--- src/rtl/hazard_scoreboard.sv ---
// Hazard/forwarding scoreboard for a 5-stage F/D/E/M/W pipeline.
// Tracks E/M/W destination tags internally and produces forward selects plus stall/flush controls.

module hs_src_lane #(
    parameter int              AW     = 4,
    parameter int              FWD_EN = 1,
    parameter logic [AW-1:0]   PC_IDX = {AW{1'b1}}
) (
    input  logic          d_src_valid,
    input  logic [AW-1:0] d_src_ra,
    input  logic          e_src_valid,
    input  logic [AW-1:0] e_src_ra,
    input  logic          e_valid,
    input  logic [AW-1:0] e_wa,
    input  logic          m_valid,
    input  logic [AW-1:0] m_wa,
    input  logic          w_valid,
    input  logic [AW-1:0] w_wa,
    output logic [1:0]    fwd_sel,
    output logic          hz_e,
    output logic          hz_m
);
    logic d_ok, e_ok, fwd_m, fwd_w;

    // The PC index is excluded from matching so PC reads are never bypassed or interlocked.
    assign d_ok  = d_src_valid && (d_src_ra != PC_IDX);
    assign e_ok  = e_src_valid && (e_src_ra != PC_IDX);
    assign hz_e  = d_ok && e_valid && (d_src_ra == e_wa);
    assign hz_m  = d_ok && m_valid && (d_src_ra == m_wa);
    assign fwd_m = e_ok && m_valid && (e_src_ra == m_wa);
    assign fwd_w = e_ok && w_valid && (e_src_ra == w_wa);

    always_comb begin
        fwd_sel = 2'b00;
        if (FWD_EN != 0) begin
            if (fwd_m)      fwd_sel = 2'b10;
            else if (fwd_w) fwd_sel = 2'b01;
        end
    end
endmodule

module hazard_scoreboard #(
    parameter int            AW     = 4,
    parameter int            NSRC   = 2,
    parameter int            FWD_EN = 1,
    parameter logic [AW-1:0] PC_IDX = {AW{1'b1}},
    parameter int            CW     = 16
) (
    input  logic                 clk,
    input  logic                 reset,
    input  logic [NSRC-1:0]      src_valid_d,
    input  logic [NSRC*AW-1:0]   src_ra_d,
    input  logic                 dst_valid_d,
    input  logic [AW-1:0]        dst_wa_d,
    input  logic                 is_load_d,
    input  logic                 pcsrc_d,
    input  logic                 branch_taken_d,
    output logic [2*NSRC-1:0]    fwd_sel_e,
    output logic                 stall_f,
    output logic                 stall_d,
    output logic                 flush_d,
    output logic                 flush_e,
    output logic [CW-1:0]        stall_count
);
    localparam int STAGES = 3;  // 1 = E, 2 = M, 3 = W

    logic [STAGES:1]         vld_pipe;
    logic [STAGES:1]         pcs_pipe;
    logic [STAGES:1][AW-1:0] wa_pipe;
    logic                    e_is_load;
    logic [NSRC-1:0]         e_src_valid;
    logic [NSRC*AW-1:0]      e_src_ra;

    logic [NSRC-1:0]         hz_e, hz_m;
    logic [2*NSRC-1:0]       fwd_sel;
    logic                    ldstall, pend;

    for (genvar i = 0; i < NSRC; i++) begin : g_lane
        hs_src_lane #(.AW(AW), .FWD_EN(FWD_EN), .PC_IDX(PC_IDX)) u_lane (
            .d_src_valid (src_valid_d[i]),
            .d_src_ra    (src_ra_d[i*AW +: AW]),
            .e_src_valid (e_src_valid[i]),
            .e_src_ra    (e_src_ra[i*AW +: AW]),
            .e_valid     (vld_pipe[1]),
            .e_wa        (wa_pipe[1]),
            .m_valid     (vld_pipe[2]),
            .m_wa        (wa_pipe[2]),
            .w_valid     (vld_pipe[3]),
            .w_wa        (wa_pipe[3]),
            .fwd_sel     (fwd_sel[2*i +: 2]),
            .hz_e        (hz_e[i]),
            .hz_m        (hz_m[i])
        );
    end

    // Without bypassing, a producer in E or M must drain; W is covered by the write-through regfile.
    assign ldstall = (FWD_EN != 0) ? (e_is_load && (|hz_e)) : ((|hz_e) || (|hz_m));
    assign pend    = pcsrc_d || pcs_pipe[1] || pcs_pipe[2];

    assign stall_d   = !reset && ldstall;
    assign stall_f   = !reset && (ldstall || pend);
    assign flush_e   = reset || ldstall || branch_taken_d;
    assign flush_d   = reset || pend || pcs_pipe[3] || branch_taken_d;
    assign fwd_sel_e = reset ? '0 : fwd_sel;

    always_ff @(posedge clk) begin
        if (reset) begin
            vld_pipe    <= '0;
            pcs_pipe    <= '0;
            wa_pipe     <= '0;
            e_is_load   <= 1'b0;
            e_src_valid <= '0;
            e_src_ra    <= '0;
            stall_count <= '0;
        end else begin
            wa_pipe[1] <= dst_wa_d;
            e_src_ra   <= src_ra_d;
            if (flush_e) begin
                vld_pipe[1] <= 1'b0;
                pcs_pipe[1] <= 1'b0;
                e_is_load   <= 1'b0;
                e_src_valid <= '0;
            end else begin
                vld_pipe[1] <= dst_valid_d;
                pcs_pipe[1] <= pcsrc_d;
                e_is_load   <= is_load_d;
                e_src_valid <= src_valid_d;
            end
            vld_pipe[STAGES:2] <= vld_pipe[STAGES-1:1];
            pcs_pipe[STAGES:2] <= pcs_pipe[STAGES-1:1];
            wa_pipe[STAGES:2]  <= wa_pipe[STAGES-1:1];
            if (stall_d && (stall_count != '1))
                stall_count <= stall_count + CW'(1);
        end
    end
endmodule

--- config.mk ---
export PLATFORM = sky130hd
export DESIGN_NAME = hazard_scoreboard
export DESIGN_NICKNAME = d
export VERILOG_FILES = /design/src/rtl/hazard_scoreboard.sv
export SDC_FILE = /design/constraint.sdc
export NUM_CORES = 1
export LEC_CHECK = 0
export BUFFER_PORTS_ARGS = -buffer_cell sky130_fd_sc_hd__buf_2
export CORE_UTILIZATION = 30
export DETAILED_ROUTE_END_ITERATION = 8
export PLACE_DENSITY = 0.54
export SYNTH_ARGS = -nofsm -noshare
export SYNTH_HDL_FRONTEND = slang
export SYNTH_SLANG_ARGS = --single-unit
--- constraint.sdc ---
create_clock -name clk -period 1.96 [get_ports clk]
set_input_delay 0.196 -clock clk [delete_from_list [all_inputs] [get_ports clk]]
set_output_delay 0.196 -clock clk [all_outputs]
set_load 0.01 [all_outputs]
* Word level (Yosys, flattened, before mapping)
Index checks and enable logic that the tools add are counted.
** Operators by class
- Add/subtract/negate cells :: 1
- Eq/ne operators :: 11
- Muxes and demuxes :: 5
- Reduce and logical (&&, ||, !) cells :: 31
** Operators by type and width (count)
- 4-bit == test :: 6
- 1-bit logical AND :: 20
- 16-bit by 1-bit adder with 16-bit output, second input constant :: 1
- 16-bit != test, second input constant :: 1
- 4-bit != test, second input constant :: 4
- 1-bit logical OR :: 8
- 2-bit two-way mux :: 2
- 4-bit two-way mux :: 1
- 2-bit OR reduction :: 2
- 1-bit two-way mux :: 2
- 1-bit zero test :: 1
** Storage, ports and cells
- Register bits after elaboration :: 45
- Output and inout port bits :: 24

* Logic depth before layout (Yosys ltp)
Gate-level depths: netlist of run 1.
- Depth after elaboration :: 9
- Gate-level depth with buffers :: 7
- Depth with buffers taken out :: 6

* Cells and area by module
A second synthesis of run 1 with hierarchy kept.
** Second synthesis, totals
- Cells, all modules :: 234
- Area total of the unflattened synthesis :: 2223.4 um^2
** Modules (own cells, without submodules)
- hazard_scoreboard :: times used 1, cells each 172, area each 1767.9 um^2, sequential area each 900.9 um^2
- hs_src_lane :: times used 2, cells each 31, area each 227.7 um^2, sequential area each 0.0 um^2

* Worst setup path before layout of run 1
OpenSTA, ideal clock, no wires.
- Kind :: reg2reg
- From :: register stall_count[0]
- To :: register stall_count[5]
- Arrival time :: 1.680 ns
- Data required time :: 1.890 ns
- Path slack :: 0.210 ns
- Cell stages (with the launch flop) :: 7
- Period minus slack after synthesis :: 1.750 ns
- Cells stage by stage :: dfxtp_1 ha_1 and3_1 nand4_1 nor2_1 or4b_1 a21oi_1
** Between the ends
- Longest elaborated chain between the ends :: 2
- Elaborated cells on any way between the ends :: 3
- Those cells by class :: add/sub (1); eq/ne (1); reduce/logical (1)
** RTL lines
- start, declared :: RTL line 63 : output logic [CW-1:0] stall_count
- start signal, assigned :: RTL line 133 : stall_count <= stall_count + CW'(1);
- branches (longest 2 deep; another with 16-bit by 1-bit adder with 16-bit output)
Parallel ways; which one is timed is not known.
A chain may end at the register's enable or synchronous reset.

* Final worst setup path of run 1
- From :: register wa_pipe[1] (netlist name)
- To :: register stall_count[11]
** Between the ends
- Longest elaborated chain between the ends :: 6
- Elaborated cells on any way between the ends :: 8
- Those cells by class :: eq/ne (2); reduce/logical (6)
** RTL lines
- start, declared :: RTL line 69 : logic [STAGES:1][AW-1:0] wa_pipe;
- start signal, assigned by index :: RTL line 131 : wa_pipe[STAGES:2] <= wa_pipe[STAGES-1:1];
- 4-bit == test :: RTL line 28 : assign hz_e = d_ok && e_valid && (d_src_ra == e_wa);
- 1-bit logical AND :: RTL line 28
- 2-bit OR reduction *
- 1-bit logical AND * :: RTL line 97 : assign ldstall = (FWD_EN != 0) ? (e_is_load && (|hz_e)) : ((|hz_e) || (|hz_m));
- 1-bit logical AND * :: RTL line 100 : assign stall_d = !reset && ldstall;
- 1-bit logical AND * :: RTL line 132 : if (stall_d && (stall_count != '1))
Every way passes the cells marked *; elsewhere a longest branch is shown, timed or not.

==> summary.md, run 1 <==
| Metric | Value |
|---|---|
| Crit path arrival time | `2.18 ns` |
| Initial antenna violation count | `0` |
| Area growth from synthesis to layout | `31.18%` |
| # nets final | `295` |
| Synth unique cells | `34` |
| Setup ws final | `0.004378 ns` |
| Power density cells | `686.5 nW/um^2` |
| Post-layout util | `40.89%` |
| Post-Syn Area per Cell | `9.259 um^2` |
| Clock share of power | `39.4%` |
| Area of the mapped netlist | `1991 um^2` |
| DP HPWL | `3168 um` |
| Final Max Tran Viols | `0` |
| Share of cells above drive strength 1 | `32.73%` |
| Routed via count | `1714` |
| Run status | `finished, final reports clean` |
| # IOs | `44` |
| Post-route DRC | `0` |
| Period utilisation layout | `99.78%` |
| Leakage | `1.004 nW` |
| First-pass GRT wire length | `7665 um` |
| CTS tree | `built` |
| DRT antenna net count | `0` |
| Overall global routing resource usage | `13.62%` |
| WL/cell | `13.07 um` |
| Final setup viols | `0` |
| Net Count, Synth | `236` |
| Sequential cell area fraction in the yosys report | `45.25%` |
| Row count | `29` |
| Critical path class | `reg -> reg` |
| CORE AREA | `6386 um^2` |
| Htree depth | `2` |
| Yosys reg bits | `45` |
| Die Width | `83.46 um` |
| Hold-fix buffers, CTS | `0` |
| Largest net degree at the start of global routing | `30` |
| Min Tclk post-route | `1.956 ns` |
| Detailed Route Iter0 Violations | `88` |
| Register share of total power | `53.7%` |
| CP Capture Type | `register` |
| N_diodes | `0` |
| Worst-path clk slew | `0.08 ns` |
| RSZ-0062 raised after global routing | `true` |
| Area leader, netlist | `dfxtp_1` |
| # fillers | `664` |
| Hold Vio Cnt, Final | `0` |
| Final Power | `1.793 mW` |
| Combinational power share | `6.8%` |
| Root Driver | `clkbuf_8` |
| Min-Delay Path Class | `in -> reg` |
| FMAX | `0.5113 GHz` |
| Synthesized instance count | `215` |
| Vias per cell | `4.869` |
| Initial Utilization | `31.17%` |
| Top cells by area, synth | `dfxtp_1 45%, nor2b_1 7.9%, xnor2_1 5.7%` |
| Max-Slew Margin vs Limit | `70.34%` |
| Sw Pwr | `0.3750 mW` |
| Setup_tns | `0 ns` |
| Die H | `83.46 um` |
| Crit start category | `register` |
| Worst-Margin Slew | `0.4448 ns` |
| CTS buffer count | `5` |
| Clk_lat worst skew | `0.29 ns` |
| Sw Share | `20.92%` |
| WP data required | `2.19 ns` |
| Die ar. | `6966 um^2` |
| Routed WL | `4602 um` |
| CTS sink cnt | `45` |
| Synth top area share | `45.25%` |
| Max clock buf depth | `2` |
| Drt pass-1 iters | `4` |
| Cell-internal power | `1.418 mW` |
| Design area | `2611 um^2` |
| Peak fanout along the critical path | `8` |
| Post-DP Area | `2340 um^2` |
| Vias in the first global route | `1609` |
| Synth warnings | `0` |
| Peak supply drop | `0.3322 mV` |
| Port bufs | `43` |
| Pre-CTS setup slack | `0.1179 ns` |
| Max_cap viols | `0` |
| Gpl congestion | `0.7344` |
| Total grt overflow | `0` |
| Final Skew | `0.006802 ns` |
==> routing by layer <==
layer	part of all wire (%)	global-route usage (%)	vias up	routed length, um
li1	-	-	891	-
met1	50	19.01	781	2306
met2	45	21.16	40	2083
met3	4.0	3.165	2	183
met4	0.63	3.698	0	29
met5	0	0	-	0
==> sequential cells by signal, summed over array words and instances, names as in the netlist <==
register	cells
stall_count	16
wa_pipe	12
e_src_ra	8
pcs_pipe	3
vld_pipe	3
e_src_valid	2
e_is_load	1
==> cells in the mapped netlist <==
cell type,n
a21oi_1,17
a22oi_2,1
and2_1,6
and3_1,5
and4_1,1
buf_1,1
buf_2,1
buf_6,1
clkbuf_1,6
dfxtp_1,45
ha_1,1
inv_1,1
nand2_1,12
nand3_1,9
nand3b_1,2
nand4_1,6
nor2_1,3
nor2b_1,25
nor3_1,3
nor3b_2,1
nor4_1,4
nor4_2,2
o2111ai_1,1
o211ai_1,1
o21ai_0,10
o31ai_1,7
o41ai_1,3
or2_2,2
or3_1,5
or3b_2,1
or4_1,9
or4b_1,1
xnor2_1,13
xor2_1,9
==> power groups by stage <==
stage	clock, mW	sequential, mW	combinational [mW]
after CTS	0.736	0.963	0.122
final	0.707	0.963	0.122
after global placement	0	0.984	0.118
after detailed placement	0	0.984	0.118
after floorplan	0	0.977	0.0777
after global routing	0.781	0.967	0.137
==> metrics by stage <==
step,instances,hold slack [ns]
floorplan,215,0.3177
global placement,335,0.4017
detailed placement,335,0.3998
CTS,347,0.09256
global route,352,0.08855
finish,352,0.1078
==> worst max-delay path: stages (launching register included) <==
cell,delay [ns]
dfxtp_2,0.34
xor2_1,0.17
nor4_2,0.28
a22oi_2,0.16
buf_4,0.18
buf_16,0.13
or4_1,0.51
a21oi_1,0.12
==> worst paths after layout <==
| kind | slack (ns) | startpoint | end | cells after the start |
|---|---|---|---|---|
| hold / removal | 0.11 | dst_valid_d | vld_pipe[1] | 2 |
| setup reg to reg | 0.004 | wa_pipe[1] | stall_count[11] | 7 |
| setup / recovery | 0.004 | wa_pipe[1] | stall_count[11] | 7 |
| hold reg to reg | 0.46 | pcs_pipe[2] | pcs_pipe[3] | 1 |
==> cells by family after synthesis <==
logic type | Yosys count | synth area share, %
AND/OR/NAND/NOR | 97 | 29.92
buffers and inverters | 10 | 2.325
AO/OA/AOI/OAI | 40 | 12.19
XOR/XNOR | 22 | 9.680
adder cells (fa/ha/maj) | 1 | 0.6284
flip-flops | 45 | 45.25
==> placed cells by master (no fill, tap or decap), types with 2 or more instances in the layout <==
cell type / n
nand2_1: 12
and3_1: 5
or3_4: 2
xor2_1: 8
a21oi_1: 13
o41ai_1: 2
or4_4: 2
a21oi_2: 4
buf_4: 14
xnor2_1: 13
nand3b_1: 2
nor4_1: 4
or3_1: 3
nand3_1: 9
nor2b_1: 25
nor4_2: 2
or4_1: 7
nor2_1: 3
nor3_1: 3
dfxtp_2: 5
nand4_1: 6
dfxtp_1: 40
clkbuf_8: 6
o31ai_1: 7
and2_1: 6
buf_2: 43
o21ai_0: 10
buf_6: 2
or2_2: 2
==> area by class of cell <==
cell class / instances / area [um^2] / share of cell area, %
Inverter: 1 / 3.754 / 0.1437
Multi-Input combinational cell: 160 / 1097 / 42.02
Sequential cell: 45 / 907.1 / 34.74
Timing Repair Buffer: 61 / 390.4 / 14.95
Tap cell: 77 / 96.34 / 3.690
Clock buffer: 7 / 86.33 / 3.306
Clock inverter: 1 / 30.03 / 1.150
==> timing repair <==
item                       4_1_cts  5_1_grt
buffers inserted                 3        5
pin swaps                       14        7
resized for setup                6       15
gates cloned                     1        0
setup endpoints to repair        1       14
Power figures use the tool's default switching activity.
==> run 2: changes to the inputs <==
CELL_PAD_IN_SITES_DETAIL_PLACEMENT = 1   (was default)
CELL_PAD_IN_SITES_GLOBAL_PLACEMENT = 2   (was default)
CORE_MARGIN = 5   (was default)
MAX_ROUTING_LAYER = met4   (was default)
PLACE_DENSITY = 0.79   (was 0.54)
==> run 2 against run 1 <==
Maximum frequency fell by 0.22%. First-iteration DRC count fell by 43%. Routed wire length rose by 9.4%. Combinational power rose by 5%. Sequential power barely moved. Flip-flop and latch count did not move. Critical endpoint is now stall_count[10].
==> summary.md, run 2 (same netlist as run 1, synthesis figures left out) <==
| Metric | Value |
|---|---|
| # nets final | `293 (-0.68%)` |
| Crit start category | `register` |
| Die Width | `91.46 um (+9.6%)` |
| Worst-path clk slew | `0.09 ns (about the same)` |
| Final Skew | `0.007150 ns (+0.0003477 ns)` |
| Largest registers | `stall_count: 16 flops, wa_pipe: 12 flops, e_src_ra: 8 flops` |
| Peak fanout along the critical path | `8 (unchanged)` |
| FMAX | `0.5102 GHz (-0.22%)` |
| Peak supply drop | `0.3996 mV (+20%)` |
| Routed via count | `1743 (+1.7%)` |
| DP HPWL | `3617 um (+14%)` |
| Setup_tns | `0 ns (unchanged)` |
| Drt pass-1 iters | `3 (-1)` |
| Row count | `29 (unchanged)` |
| CTS sink cnt | `45 (unchanged)` |
| Final Max Tran Viols | `0 (unchanged)` |
| Htree depth | `2 (unchanged)` |
| WP data required | `2.20 ns (about the same)` |
| Gpl congestion | `0.7911 (+7.7%)` |
| Leading cell type in the layout, fill and taps excluded | `buf_2` |
| WL/cell | `14.39 um (+10%)` |
| Final setup viols | `0 (unchanged)` |
| Period utilisation layout | `99.99% (+0.22 points)` |
| Min-Delay Path Class | `in -> reg` |
| Leakage | `0.9857 nW (-1.8%)` |
| Root Driver | `clkbuf_8` |
| Share of cells above drive strength 1 | `34.80% (+2.1 points)` |
| Initial Utilization | `31.17% (unchanged)` |
| Die H | `91.46 um (+9.6%)` |
| Crit path arrival time | `2.20 ns (+0.02 ns)` |
| Worst-Margin Slew | `0.6105 ns (+0.1657 ns)` |
| Overall global routing resource usage | `12.68% (-0.94 points)` |
| Initial antenna violation count | `0 (unchanged)` |
| Max clock buf depth | `2 (unchanged)` |
| CORE AREA | `6386 um^2 (unchanged)` |
| Critical path class | `reg -> reg` |
| Area growth from synthesis to layout | `30.48%` |
| Power density cells | `645.0 nW/um^2 (-6.0%)` |
| Max_cap viols | `0 (unchanged)` |
| N_diodes | `0 (unchanged)` |
| Biggest register | `stall_count` |
| Max-Slew Margin vs Limit | `59.30% (-11 points)` |
| Min Tclk post-route | `1.960 ns (+0.004231 ns)` |
| Vias in the first global route | `1845 (+15%)` |
| Register share of total power | `57.6% (+3.9 points)` |
| Max reg flops | `16 (unchanged)` |
| Setup ws final | `0.0001472 ns (-0.004231 ns)` |
| Total grt overflow | `0 (unchanged)` |
| Post-route DRC | `0 (unchanged)` |
| Hold Vio Cnt, Final | `0 (unchanged)` |
| CTS tree | `built` |
| Cell-internal power | `1.257 mW (-11%)` |
| Combinational power share | `7.7% (+0.9 points)` |
| CP Capture Type | `register` |
| DRT antenna net count | `0 (unchanged)` |
| Routed WL | `5036 um (+9.4%)` |
| Vias per cell | `4.980 (+2.3%)` |
| Pre-CTS setup slack | `0.08859 ns (-0.02930 ns)` |
| Sw Share | `25.00% (+4.1 points)` |
| Commonest non-fill, non-tap cells in the layout | `43 x buf_2, 40 x dfxtp_1, 25 x nor2b_1` |
| Clock share of power | `34.7% (-4.7 points)` |
| Detailed Route Iter0 Violations | `50 (-43%)` |
| Run status | `finished, final reports clean` |
| Port bufs | `43 (unchanged)` |
| Clk_lat worst skew | `0.30 ns (about the same)` |
| # IOs | `44 (unchanged)` |
| RSZ-0062 raised after global routing | `true` |
| Largest net degree at the start of global routing | `32 (+6.7%)` |
| Die ar. | `8365 um^2 (+20%)` |
| CTS buffer count | `5 (unchanged)` |
| Sw Pwr | `0.4189 mW (+12%)` |
| First-pass GRT wire length | `8473 um (+11%)` |
## run 2: cell types whose count changed in the layout (fill, tap and decap cells not counted), sizes merged
cell    before  now
clkbuf       7    5
buf         61   59
clkinv       0    3
bufinv       1    0
## run 2: power groups by stage
stage	Combinational [mW]	Sequential, mW	Clock (mW)
after floorplan	0.0777	0.977	0
after global placement	0.117	0.985	0
after detailed placement	0.119	0.986	0
after CTS	0.123	0.965	0.608
after global routing	0.143	0.970	0.653
final	0.128	0.965	0.582
## run 2: timing repair
| action | 4_1_cts | 5_1_grt |
|---|---|---|
| pin swaps | 7 | 7 |
| gates resized for setup | 6 | 18 |
| hold buffers | 0 | 0 |
| endpoints found under the setup margin | 1 | 17 |
| buffers inserted | 3 | 1 |
| gates cloned | 1 | 0 |
## run 2: final timing paths
kind | cells after the start | to | start | slack, ns
max reg2reg | 7 | stall_count[10] | wa_pipe[1] | 0.0001
min | 2 | e_is_load | is_load_d | 0.1
max | 7 | stall_count[10] | wa_pipe[1] | 0.0001
min reg2reg | 1 | pcs_pipe[3] | pcs_pipe[2] | 0.47
## run 2: per-stage QoR
stage / util, % / cells / hold WS (ns) / power, mW / area, um^2
6_report: 40.67 / 350 / 0.09939 / 1.675 / 2597
5_1_grt: 40.67 / 350 / 0.09006 / 1.766 / 2597
3_5_place_dp: 36.87 / 337 / 0.4099 / 1.105 / 2355
3_3_place_gp: 36.87 / 337 / 0.4027 / 1.101 / 2355
4_1_cts: 39.42 / 349 / 0.09066 / 1.697 / 2517
2_1_floorplan: - / 215 / 0.3177 / 1.055 / 1991
## run 2: area by class of cell
| type | instances | area, um^2 |
|---|---|---|
| multi-input combinational | 160 | 1129 |
| timing repair buffer | 59 | 367.9 |
| clock buffer | 5 | 68.82 |
| clock inverter | 3 | 22.52 |
| fill | 760 | 3789 |
| sequential | 45 | 909.6 |
| inverter | 1 | 3.754 |
| tap | 77 | 96.34 |
## run 2: critical path, cell delays in order, from the launching register on
cell and delay [ns]:
dfxtp_2 0.35, xor2_2 0.15, nor4_2 0.29, a22oi_2 0.16
buf_12 0.15, buf_4 0.15, or4_1 0.50, a21oi_1 0.14
## run 2: metal layers
metal  up-vias  track usage, %  part of all wire (%)
met5         -               -                     0
met2        30           20.23                    48
met1       822           15.85                    48
li1        885               -                     -
met4         0           4.401                   1.6
met3         6           2.645                   3.1
==> run 3: changes to the inputs <==
CORE_ASPECT_RATIO = 1.1   (was default)
==> run 3 against run 2 <==
Cell count increased by 3.1%. Die area about the same. Worst hold slack got worse by 0.00068 ns. Critical path type unchanged. Largest power group unchanged.
==> summary.md, run 3 (same netlist as run 1, synthesis figures left out) <==
| Metric | Value |
|---|---|
| Share of cells above drive strength 1 | `36.20% (+1.4 points)` |
| Port bufs | `43 (unchanged)` |
| Power density cells | `620.9 nW/um^2 (-3.7%)` |
| Biggest register | `stall_count` |
| # IOs | `44 (unchanged)` |
| Area growth from synthesis to layout | `36.14%` |
| Total grt overflow | `0 (unchanged)` |
| WP data required | `2.19 ns (about the same)` |
| Die ar. | `8366 um^2 (about the same)` |
| CTS tree | `built` |
| Row count | `31 (+6.9%)` |
| CTS buffer count | `5 (unchanged)` |
| Root Driver | `clkbuf_8` |
| Critical path class | `reg -> reg` |
| Detailed Route Iter0 Violations | `77 (+54%)` |
| Gpl congestion | `0.7566 (-4.4%)` |
| R2r endpoint | `stall_count[14]` |
| Design area | `2710 um^2 (+4.3%)` |
| WL/cell | `15.38 um (+6.9%)` |
| Crit path arrival time | `2.18 ns (-0.02 ns)` |
| Max clock buf depth | `2 (unchanged)` |
| Min-Delay Path Class | `in -> reg` |
| Clk_lat worst skew | `0.30 ns (about the same)` |
| Pre-CTS setup slack | `0.1028 ns (+0.01418 ns)` |
| Largest registers | `stall_count: 16 flops, wa_pipe: 12 flops, e_src_ra: 8 flops` |
| Min Tclk post-route | `1.954 ns (-0.005373 ns)` |
| Crit start category | `register` |
| Vias per cell | `5.058 (+1.6%)` |
| Hold Vio Cnt, Final | `0 (unchanged)` |
| Initial antenna violation count | `0 (unchanged)` |
| Die Width | `87.67 um (-4.1%)` |
| Routed via count | `1826 (+4.8%)` |
| Leading cell type in the layout, fill and taps excluded | `buf_2` |
| Reg2Reg Depth | `7 (unchanged)` |
| Vias in the first global route | `1822 (-1.2%)` |
| Worst-path clk slew | `0.09 ns (about the same)` |
| DP HPWL | `3769 um (+4.2%)` |
| Drt pass-1 iters | `2 (-1)` |
| FMAX | `0.5116 GHz (+0.27%)` |
| Final Max Tran Viols | `0 (unchanged)` |
| Leakage | `1.059 nW (+7.4%)` |
| Htree depth | `2 (unchanged)` |
| Final setup viols | `0 (unchanged)` |
| Post-layout util | `41.59% (+0.92 points)` |
| Post-route DRC | `0 (unchanged)` |
| Max-Slew Margin vs Limit | `68.69% (+9.4 points)` |
| Final Skew | `0.006255 ns (-0.0008949 ns)` |
| Run status | `finished, final reports clean` |
| Max_cap viols | `0 (unchanged)` |
| Worst-Margin Slew | `0.4697 ns (-0.1408 ns)` |
| Hold-fix buffers, CTS | `0 (unchanged)` |
| DRT antenna net count | `0 (unchanged)` |
| Final Power | `1.683 mW (+0.44%)` |
| Overall global routing resource usage | `13.38% (+0.69 points)` |
| R2R setup slack | `0.006 ns (about the same)` |
| Commonest non-fill, non-tap cells in the layout | `42 x buf_2, 40 x dfxtp_1, 25 x nor2b_1` |
| RSZ-0062 raised after global routing | `true` |
| CTS sink cnt | `45 (unchanged)` |
| # nets final | `299 (+2.0%)` |
| Peak fanout along the critical path | `8 (unchanged)` |
| N_diodes | `0 (unchanged)` |
| Initial Utilization | `30.55% (-0.62 points)` |
| Worst reg2reg path startpoint | `wa_pipe[3]` |
| Period utilisation layout | `99.72% (-0.27 points)` |
| First-pass GRT wire length | `8618 um (+1.7%)` |
| Hold slack | `0.09871 ns (-0.0006801 ns)` |
| Largest net degree at the start of global routing | `21 (-34%)` |
| Peak supply drop | `0.3739 mV (-6.4%)` |
| Setup ws final | `0.005520 ns (+0.005373 ns)` |
| Post-DP Area | `2361 um^2 (+0.27%)` |
| CP Capture Type | `register` |
| Crit. Startpoint | `wa_pipe[3]` |
| Max reg flops | `16 (unchanged)` |
| Worst Setup EP | `stall_count[14]` |
| CORE AREA | `6516 um^2 (+2.0%)` |
| Routed WL | `5551 um (+10%)` |
| Die H | `95.44 um (+4.3%)` |
## run 3: critical path, cell delays in order, from the launching register on
cell and delay, ns:
dfxtp_4 0.37, xor2_2 0.15, nor4_2 0.30, a22oi_2 0.15
buf_12 0.16, buf_12 0.13, or4_4 0.50, a21oi_1 0.13
## run 3: final cells by class
type / instances / area [um^2]
clock buffer: 5 / 68.82
sequential: 45 / 912.1
timing repair buffer: 65 / 488.0
clock inverter: 3 / 22.52
multi-input combinational: 160 / 1112
tap: 82 / 102.6
inverter: 1 / 3.754
fill: 772 / 3806
## run 3: through the flow
step | instances | setup TNS, ns
after floorplan | 215 | 0
after global placement | 342 | 0
after detailed placement | 342 | 0
after CTS | 355 | -0.1479
after global routing | 361 | -0.5792
final | 361 | 0
## run 3: worst min-delay path by stage
stage | from | to | depth (start not counted)
6_report | is_load_d | e_is_load | 2
5_1_grt | dst_wa_d[1] | wa_pipe[1] | 2
4_1_cts | dst_valid_d | vld_pipe[1] | 2
3_5_place_dp | dst_valid_d | vld_pipe[1] | 2
3_3_place_gp | is_load_d | e_is_load | 2
2_1_floorplan | is_load_d | e_is_load | 1
## run 3: layer usage
| layer | up-vias | wire length, um | GRT usage [%] |
|---|---|---|---|
| met2 | 32 | 2868 | 22.24 |
| met4 | 0 | 25 | 3.836 |
| li1 | 896 | - | - |
| met5 | - | 0 | - |
| met3 | 6 | 158 | 2.334 |
| met1 | 892 | 2499 | 16.61 |
## run 3: power breakdown
group	switching [mW]	internal, mW	leakage, nW
sequential	0.0246	0.938	0.370
combinational	0.0660	0.0679	0.641
clock	0.333	0.253	0.0481
## run 3: what timing repair did
action | in CTS | in global routing
setup buffers | 4 | 3
gates cloned | 1 | 3
endpoints found under the setup margin | 1 | 14
pin swaps | 11 | 17
gates resized for setup | 5 | 22
